===== src/rtl/alu_sequencer.sv =====
// Command sequencer wrapped around an external combinational 4-bit ALU.
// Accepts one command at a time, steps it through IDLE/EXEC/RESP and holds an accumulator.
module alu_sequencer (
    input  logic       clk,
    input  logic       rst,
    input  logic       cmd_valid,
    output logic       cmd_ready,
    input  logic [2:0] cmd_op,
    input  logic [3:0] cmd_data,
    input  logic       cmd_load,
    output logic [3:0] alu_a,
    output logic [3:0] alu_b,
    output logic [2:0] alu_op,
    input  logic [3:0] alu_result,
    input  logic       alu_zero,
    input  logic       alu_carry,
    output logic       rsp_valid,
    input  logic       rsp_ready,
    output logic [3:0] rsp_acc,
    output logic       rsp_zero,
    output logic       rsp_carry,
    output logic       carry_sticky,
    output logic [7:0] op_count
);

    localparam logic [1:0] IDLE = 2'd0;
    localparam logic [1:0] EXEC = 2'd1;
    localparam logic [1:0] RESP = 2'd2;

    logic [1:0] state;
    logic [1:0] next_state;
    logic [3:0] acc;
    logic [3:0] b_reg;
    logic [2:0] op_reg;
    logic       load_reg;
    logic       accept;

    logic [3:0] next_acc;
    logic       next_zero;
    logic       next_carry;

    assign cmd_ready = (state == IDLE);
    assign rsp_valid = (state == RESP);
    assign accept    = cmd_valid && cmd_ready;

    assign alu_a  = acc;
    assign alu_b  = b_reg;
    assign alu_op = op_reg;

    always_comb begin
        next_state = state;
        case (state)
            IDLE:    if (accept) next_state = EXEC;
            EXEC:    next_state = RESP;
            RESP:    if (rsp_ready) next_state = IDLE;
            default: next_state = IDLE;
        endcase
    end

    // A load bypasses the ALU entirely; its flags are derived locally.
    always_comb begin
        if (load_reg) begin
            next_acc   = b_reg;
            next_zero  = (b_reg == 4'd0);
            next_carry = 1'b0;
        end else begin
            next_acc   = alu_result;
            next_zero  = alu_zero;
            next_carry = alu_carry;
        end
    end

    always_ff @(posedge clk) begin
        if (rst) begin
            state        <= IDLE;
            acc          <= 4'd0;
            b_reg        <= 4'd0;
            op_reg       <= 3'd0;
            load_reg     <= 1'b0;
            rsp_acc      <= 4'd0;
            rsp_zero     <= 1'b0;
            rsp_carry    <= 1'b0;
            carry_sticky <= 1'b0;
            op_count     <= 8'd0;
        end else begin
            state <= next_state;
            if (accept) begin
                op_reg   <= cmd_op;
                b_reg    <= cmd_data;
                load_reg <= cmd_load;
            end
            if (state == EXEC) begin
                acc       <= next_acc;
                rsp_acc   <= next_acc;
                rsp_zero  <= next_zero;
                rsp_carry <= next_carry;
                if (load_reg) begin
                    carry_sticky <= 1'b0;
                end else begin
                    carry_sticky <= carry_sticky | alu_carry;
                    op_count     <= op_count + 8'd1;
                end
            end
        end
    end

endmodule


===== config.mk =====
export PLATFORM = sky130hd
export DESIGN_NAME = alu_sequencer
export DESIGN_NICKNAME = d
export VERILOG_FILES = /design/src/rtl/alu_sequencer.sv
export SDC_FILE = /design/constraint.sdc
export NUM_CORES = 1
export LEC_CHECK = 0
export ABC_AREA = 1
export CORE_MARGIN = 2
export CORE_UTILIZATION = 38
export CTS_BUF_LIST = sky130_fd_sc_hd__clkbuf_4 sky130_fd_sc_hd__clkbuf_8 sky130_fd_sc_hd__clkbuf_16
export CTS_CLUSTER_DIAMETER = 80
export DETAILED_ROUTE_END_ITERATION = 7
export GPL_TIMING_DRIVEN = 0
export PLACE_DENSITY = 0.75
export SYNTH_ARGS = -nofsm -noshare
export SYNTH_HDL_FRONTEND = slang
export SYNTH_SLANG_ARGS = --single-unit

===== constraint.sdc =====
create_clock -name clk -period 1 [get_ports clk]
set_input_delay 0.25 -clock clk [delete_from_list [all_inputs] [get_ports clk]]
set_output_delay 0.25 -clock clk [all_outputs]
set_load 0.02 [all_outputs]

Word-level counts from Yosys, hierarchy flattened
Index checks and enable logic that the tools add are counted.
{"block": "classes", "bitwise": 2, "mux": 7, "reduce_logical": 5, "addsub": 1, "n_eq_ne": 4}
{"operator": "adder 8 x 1 -> 8 bit (second input constant)", "count": 1}
{"operator": "case mux 2 bit (3 select lines)", "count": 1}
{"operator": "logical NOT 4 bit", "count": 1}
{"operator": "2-to-1 mux 2 bit", "count": 2}
{"operator": "2-to-1 mux 4 bit", "count": 1}
{"operator": "inequality test 2 x 1 -> 1 bit (second input constant)", "count": 2}
{"operator": "AND reduction 2 bit", "count": 2}
{"operator": "2-to-1 mux 1 bit", "count": 3}
{"operator": "== test 2 x 1 -> 1 bit (second input constant)", "count": 1}
{"operator": "== test 2 bit (second input constant)", "count": 1}
{"operator": "logical NOT 2 bit", "count": 1}
{"operator": "logical AND 1 bit", "count": 1}
{"operator": "NOT 1 bit", "count": 1}
{"operator": "OR 1 bit", "count": 1}
{"block": "totals", "inputBits": 18, "regBits": 25, "output_inout_bits": 28, "elab_cells": 28}

Logic depth before layout (Yosys ltp)
Gate-level depths: netlist of run 1.
{"block": "logic_depth", "ltp_word": 4, "mapped_depth": 8, "ltp_nobuf": 7}

Worst setup path before layout of run 1
No wires, ideal clock.
{"block": "synth_timing", "path_type": "flip-flop to flip-flop", "start": "reg state[0]", "end": "reg load_reg", "slack_ns": -0.302, "arrival_time_ns": 1.183, "setup_time_ns": 0.120, "path_stages_with_launch": 6, "required_time_ns": 0.880, "synth_period_minus_slack_ns": 1.302, "path_cell_list": "dfxtp_1 -> nor2_1 -> nand2_1 -> buf_6 -> o21ai_0 -> a21oi_1"}
{"block": "synth_between", "elab_chain_cells": 2}
{"element": "start: declaration", "line": "30", "rtl": "logic [1:0] state;"}
{"element": "start signal: assignment", "line": "86", "rtl": "state <= next_state;"}
{"element": "logical NOT 2 bit", "line": "42", "rtl": "assign cmd_ready = (state == IDLE);"}
{"element": "via cmd_ready", "line": "7", "rtl": "output logic cmd_ready,"}
{"element": "logical AND 1 bit", "line": "44", "rtl": "assign accept = cmd_valid && cmd_ready;"}
{"element": "end signal: assignment", "line": "90", "rtl": "load_reg <= cmd_load;"}
{"element": "end: declaration", "line": "35", "rtl": "logic load_reg;"}
The timed path passes the listed nets, and every way through them passes these cells.
A chain may end at the register's enable or synchronous reset.

Final worst setup path of run 1
{"block": "layout_timing", "start": "reg state[1]", "end": "out rsp_valid"}
{"block": "layout_between", "elab_chain_cells": 1}
{"element": "== test 2 bit", "line": "43", "rtl": "assign rsp_valid = (state == RESP);"}
{"element": "end: declaration", "line": "17", "rtl": "output logic rsp_valid,"}
Every way passes these cells.

==> impl_metrics.json, run 1 <==
{
  "status": "finished, violations left",
  "violations": "negative setup slack",
  "path_class": "reg -> out",
  "critical_path_arrival_ns": 1.00,
  "first_global_vias": 1283,
  "setup_ws_ns": -0.2452,
  "antenna_found_initial": 0,
  "n_fill_cell": 203,
  "synth_common_cells": "nor2_1, nand2_1, dfxtp_1, inv_1, o21ai_0",
  "start_util_pct": 40.04,
  "track_usage_pct": 21.14,
  "synth_area_um2": 1114,
  "setup_violations": 51,
  "path_cells": "inv_4 > nor2_4 > buf_6",
  "port_buffers": 44,
  "max-clock-path-buffers": 2,
  "synthArstFlopShare_pct": 0,
  "dp_hpwl_um": 2066,
  "required_ns": 0.75,
  "synth_top_cell_by_area": "dfxtp_1",
  "die_w_um": 58.14,
  "ff_latch_area_um2": 549.3,
  "final_util_pct": 73.46,
  "ys_types": 20,
  "htree_levels": 1,
  "cpPeakStageDelay_ns": 0.41,
  "nNetsFinal": 247,
  "max_flop_register": "op_count",
  "cts.sinks": 25,
  "cap_violations": 0,
  "antenna_left": 0,
  "finClkSkew_ns": 0.01439,
  "core_um2": 2781,
  "grt_max_degree": 15,
  "maxSlewHeadroom_pct": 79.33,
  "die-area_um2": 3380,
  "ctsHoldBuffers": 0,
  "syn-instance-count": 155,
  "synth_seq_area_share_pct": 44.94,
  "min_path_type": "in -> reg",
  "syn_nets": 174,
  "yosys.area.top_type_share_pct": 44.94,
  "yosysWarnings": 0,
  "p_leak_nw": 0.9141,
  "post-place-ws_ns": -0.4438,
  "cts_tree": "done",
  "synth.area.top_cells": "dfxtp_1, nor2_1, nand2_1",
  "largest_reg_flops": 8,
  "crit_path_end_kind": "output pin",
  "final_hold_viol_count": 0,
  "diodes": 0,
  "grt_pass1_wl_um": 5492,
  "rows": 19,
  "fin_crit_ns": 1.245,
  "drcViolationCount": 0,
  "io_pins": 46,
  "rsz0062_at_grt": "true",
  "powerDensity_nw_per_um2": 1089,
  "wl_per_cell_um": 13.44,
  "layout.cells.non_filler": 258,
  "multi_input_area_um2": 595.6,
  "cts_root_buf": "clkbuf_4",
  "dr_total_vias": 1284,
  "synthToLayoutAreaGrowth_pct": 83.48,
  "via_per_inst": 4.977,
  "die-height_um": 58.14,
  "peakVddDrop_uv": 737.2,
  "drtPass1Iterations": 4,
  "total_power_mw": 2.226,
  "worst_slew_pin_slew_ns": 0.3096,
  "final_max_slew_viol_count": 0,
  "cts_buffers": 3,
  "path_buf_inv": 2,
  "syn_area_per_cell_um2": 7.184,
  "wl_um": 3468,
  "finalCritPeriodShare_pct": 124.5,
  "worstPathMaxFanout": 3,
  "gp_congestion": 0.7456,
  "synth.ff_latch_count": 25,
  "clkTransAtPathRegs_ns": 0.16,
  "synth_edf_count": 0,
  "crit_family": "flip-flops",
  "placed_cells": 230,
  "fmax_mhz": 803.1,
  "slowest_stage": "dfxtp_4",
  "drt_first_iter_violations": 44,
  "clk_latency_ns": 0.33,
  "synth-main-ff-cell": "dfxtp_1",
  "startpoint_type": "flop",
  "grt-ovfl-total": 0,
  "synth.most_common_cell": "nor2_1",
  "drive_gt1_share_pct": 51.54
}
## cell families after synthesis
logic type / after synthesis / share of synthesized area [%]
and+or+nand+nor: 79 / 30.45
buffers and inverters: 27 / 12.58
AOI/OAI and AO/OA: 23 / 10.90
adders and majority gates: 1 / 1.123
DFF: 25 / 44.94
## timing repair
action,4_1_cts,5_1_grt
pin swaps,3,8
endpoints found under the setup margin,44,51
gates resized for setup,216,20
setup buffers,17,6
cloned,2,0
## stage by stage
| step | instance area [um2] | hold slack (ns) | TNS [ns] |
|---|---|---|---|
| floorplan | 1156 | 0.3849 | -0.07153 |
| finish | 2043 | 0.08044 | -5.905 |
| CTS | 1946 | 0.09164 | -5.311 |
| global placement | 1635 | 0.4418 | -8.635 |
| global route | 2043 | 0.07323 | -8.319 |
| detailed placement | 1635 | 0.4457 | -9.224 |
## cell usage in the layout, fill, tap and decap left out
| master | n |
|---|---|
| nor3_1 | 1 |
| buf_2 | 1 |
| ha_4 | 1 |
| inv_2 | 2 |
| inv_4 | 1 |
| nand3_1 | 9 |
| clkbuf_4 | 3 |
| nand2_1 | 25 |
| o21ai_2 | 7 |
| o21ai_1 | 2 |
| buf_6 | 40 |
| o211ai_1 | 1 |
| nor2_1 | 29 |
| nand2_8 | 1 |
| a31oi_1 | 3 |
| nor2_4 | 6 |
| buf_4 | 19 |
| nand3_2 | 1 |
| dfxtp_2 | 18 |
| nand2_4 | 2 |
| nand3_4 | 1 |
| a21oi_2 | 2 |
| inv_1 | 16 |
| clkinv_2 | 1 |
| nand2_2 | 4 |
| dfxtp_4 | 7 |
| clkdlybuf4s50_1 | 16 |
| a21oi_1 | 6 |
| o21ai_0 | 2 |
## metal layers
layer,global-route usage [%],share of wire (%),vias to the layer above,wire (um)
met2,37.99,53,48,1843
met5,0,0,-,0
met4,10.63,2.9,0,102
li1,-,-,629,-
met1,24.17,39,595,1361
met3,3.125,4.6,12,160
## power breakdown
group          internal [mW]  total (mW)  switching (mW)
clock                  0.150       0.478           0.328
sequential              1.05        1.12          0.0655
combinational          0.335       0.632           0.297
total                   1.54        2.23           0.691
## cell type report
type                       instances  area share, %
buffer                             8          4.103
clock buffer                       3          1.102
clock inverter                     1         0.2449
inverter                          19          3.613
multi-input combinational        103          29.15
sequential                        25          26.88
tap                               31          1.898
timing repair buffer              68          33.01
## worst reg2reg max path, delay by kind of cell (launching register included)
| family | cells | cell delay [ns] |
|---|---|---|
| AO/OA/AOI/OAI | 1 | 0.12 |
| buffers and inverters | 3 | 0.34 |
| AND/OR/NAND/NOR | 3 | 0.31 |
| flip-flops | 1 | 0.40 |
## worst paths after layout
path / slack [ns] / end / from / cells past startpoint
max: -0.25 / rsp_valid / state[1] / 3
min reg2reg: 0.48 / carry_sticky / carry_sticky / 2
min: 0.08 / op_count[1] / rst / 2
max reg2reg: -0.22 / rsp_carry / state[1] / 7
(Power assumes the default switching activity.)
==> inputs of run 2 (changes only) <==
--- a/config.mk
+++ b/config.mk
@@ -7,12 +7,11 @@
 export LEC_CHECK = 0
 export ABC_AREA = 1
 export CORE_MARGIN = 2
-export CORE_UTILIZATION = 38
+export CORE_UTILIZATION = 30
 export CTS_BUF_LIST = sky130_fd_sc_hd__clkbuf_4 sky130_fd_sc_hd__clkbuf_8 sky130_fd_sc_hd__clkbuf_16
 export CTS_CLUSTER_DIAMETER = 80
 export DETAILED_ROUTE_END_ITERATION = 7
 export GPL_TIMING_DRIVEN = 0
-export PLACE_DENSITY = 0.75
 export SYNTH_ARGS = -nofsm -noshare
 export SYNTH_HDL_FRONTEND = slang
 export SYNTH_SLANG_ARGS = --single-unit
==> run 2 against run 1 <==
Effect of this change:
- the flow still finishes with violations (negative setup slack)
- count of clock-buffer cells in the layout is the same
- clock power up 29%
- sequential power barely moved
- maximum frequency increased by 5.9%
- flip-flop and latch count did not move
- sequential share of layout area increased by 1.5 points
- non-clock buffer count decreased by 12
- first-iteration DRC count fell by 25%
==> impl_metrics.json, run 2 (synthesis results as in run 1) <==
{
  "cts_tree": "done",
  "synthToLayoutAreaGrowth_pct": 73.48,
  "maxSlewHeadroom_pct": 79.60,
  "diodes": 0,
  "ff_latch_area_um2": 549.3,
  "r2r_end": "op_count[5]",
  "startpoint_type": "flop",
  "clk_latency_ns": 0.27,
  "nNetsFinal": 235,
  "dp_hpwl_um": 2109,
  "start_util_pct": 30.88,
  "dr_total_vias": 1172,
  "hp-start": "rst",
  "max_flop_register": "op_count",
  "r2r_slack_ns": -0.13,
  "die_w_um": 64.93,
  "grt-ovfl-total": 0,
  "r2r-start": "state[1]",
  "grt_pass1_wl_um": 5112,
  "reg2reg_depth": 7,
  "first_global_vias": 1154,
  "final_util_pct": 53.57,
  "gp_congestion": 0.7786,
  "n_fill_cell": 357,
  "finClkSkew_ns": 0.003028,
  "antenna_left": 0,
  "core_um2": 3606,
  "post-place-ws_ns": -0.4329,
  "drtPass1Iterations": 4,
  "p_leak_nw": 0.8434,
  "whs_path_depth": 2,
  "rsz0062_at_grt": "true",
  "drt_first_iter_violations": 33,
  "finalCritPeriodShare_pct": 117.6,
  "final_hold_viol_count": 0,
  "powerDensity_nw_per_um2": 1171,
  "status": "finished, violations left",
  "largest_reg_flops": 8,
  "wl_per_cell_um": 11.49,
  "multi_input_area_um2": 549.3,
  "whs_endpoint": "rsp_carry",
  "cts_buffers": 3,
  "setup_violations": 32,
  "tns_ns": -2.015,
  "setup_ws_ns": -0.1762,
  "cap_violations": 0,
  "violations": "negative setup slack",
  "layout_commonest_cell": "buf_6",
  "grt_max_degree": 15,
  "rows": 22,
  "clkTransAtPathRegs_ns": 0.09,
  "min_path_type": "in -> reg",
  "htree_levels": 1,
  "total_power_mw": 2.263,
  "wl_um": 3022,
  "most-common-layout-cells": "buf_6, nor2_1, nand2_1, dfxtp_2",
  "ctsHoldBuffers": 0,
  "placed_cells": 247,
  "layout.cells.non_filler": 263,
  "startpoint": "state[1]",
  "fmax_mhz": 850.2,
  "track_usage_pct": 15.38,
  "worst_slew_pin_slew_ns": 0.3056,
  "die-height_um": 64.93,
  "drcViolationCount": 0,
  "required_ns": 0.75,
  "crit_path_end_kind": "output pin",
  "cts_root_buf": "clkbuf_8",
  "die-area_um2": 4215,
  "place_area_um2": 1657,
  "via_per_inst": 4.456,
  "max-clock-path-buffers": 2,
  "final_max_slew_viol_count": 0,
  "cts.sinks": 25,
  "drive_gt1_share_pct": 46.51,
  "peakVddDrop_uv": 668.6,
  "fin_area_um2": 1932,
  "path_class": "reg -> out",
  "io_pins": 46,
  "worstPathMaxFanout": 3,
  "whs_ns": 0.1611,
  "antenna_found_initial": 0,
  "critical_path_arrival_ns": 0.93,
  "fin_crit_ns": 1.176,
  "port_buffers": 44
}
[run 2: power breakdown]
| group | internal (mW) | leakage [nW] | switching, mW |
|---|---|---|---|
| logic | 0.281 | 0.601 | 0.257 |
| registers | 1.05 | 0.217 | 0.0609 |
| clock network | 0.279 | 0.0255 | 0.337 |
[run 2: cell type report]
| class | instances | area share (%) |
|---|---|---|
| inverter | 19 | 3.821 |
| sequential | 25 | 28.43 |
| tap | 48 | 3.109 |
| timing repair buffer | 56 | 29.47 |
| clock buffer | 3 | 2.137 |
| clock inverter | 1 | 0.2591 |
| multi-input combinational | 103 | 28.43 |
| buffer | 8 | 4.339 |
[run 2: timing repair]
item                                    in CTS  in global routing
endpoints found under the hold margin        0                  0
gates resized for setup                    203                 15
buffers inserted                            11                  0
pin swaps                                    1                  1
gates cloned                                 1                  0
endpoints found under the setup margin      44                 50
[run 2: critical path: stages, from the launching register on]
cell     delay, ns
dfxtp_4       0.39
inv_4         0.06
nor2_4        0.09
buf_6         0.12
[run 2: per-layer routing]
layer | vias up | track usage, % | wire, um
met5 | - | 0 | 0
met3 | 2 | 2.951 | 151
li1 | 608 | - | -
met2 | 35 | 28.35 | 1533
met1 | 527 | 17.72 | 1315
met4 | 0 | 4.787 | 22
[run 2: worst max path at each step]
stage,to,slack (ns),depth (start not counted)
finish,rsp_valid,-0.18,3
global placement,rsp_valid,-0.42,3
CTS,rsp_valid,-0.18,3
detailed placement,rsp_valid,-0.43,3
global route,rsp_valid,-0.22,3
floorplan,load_reg,-0.02,5
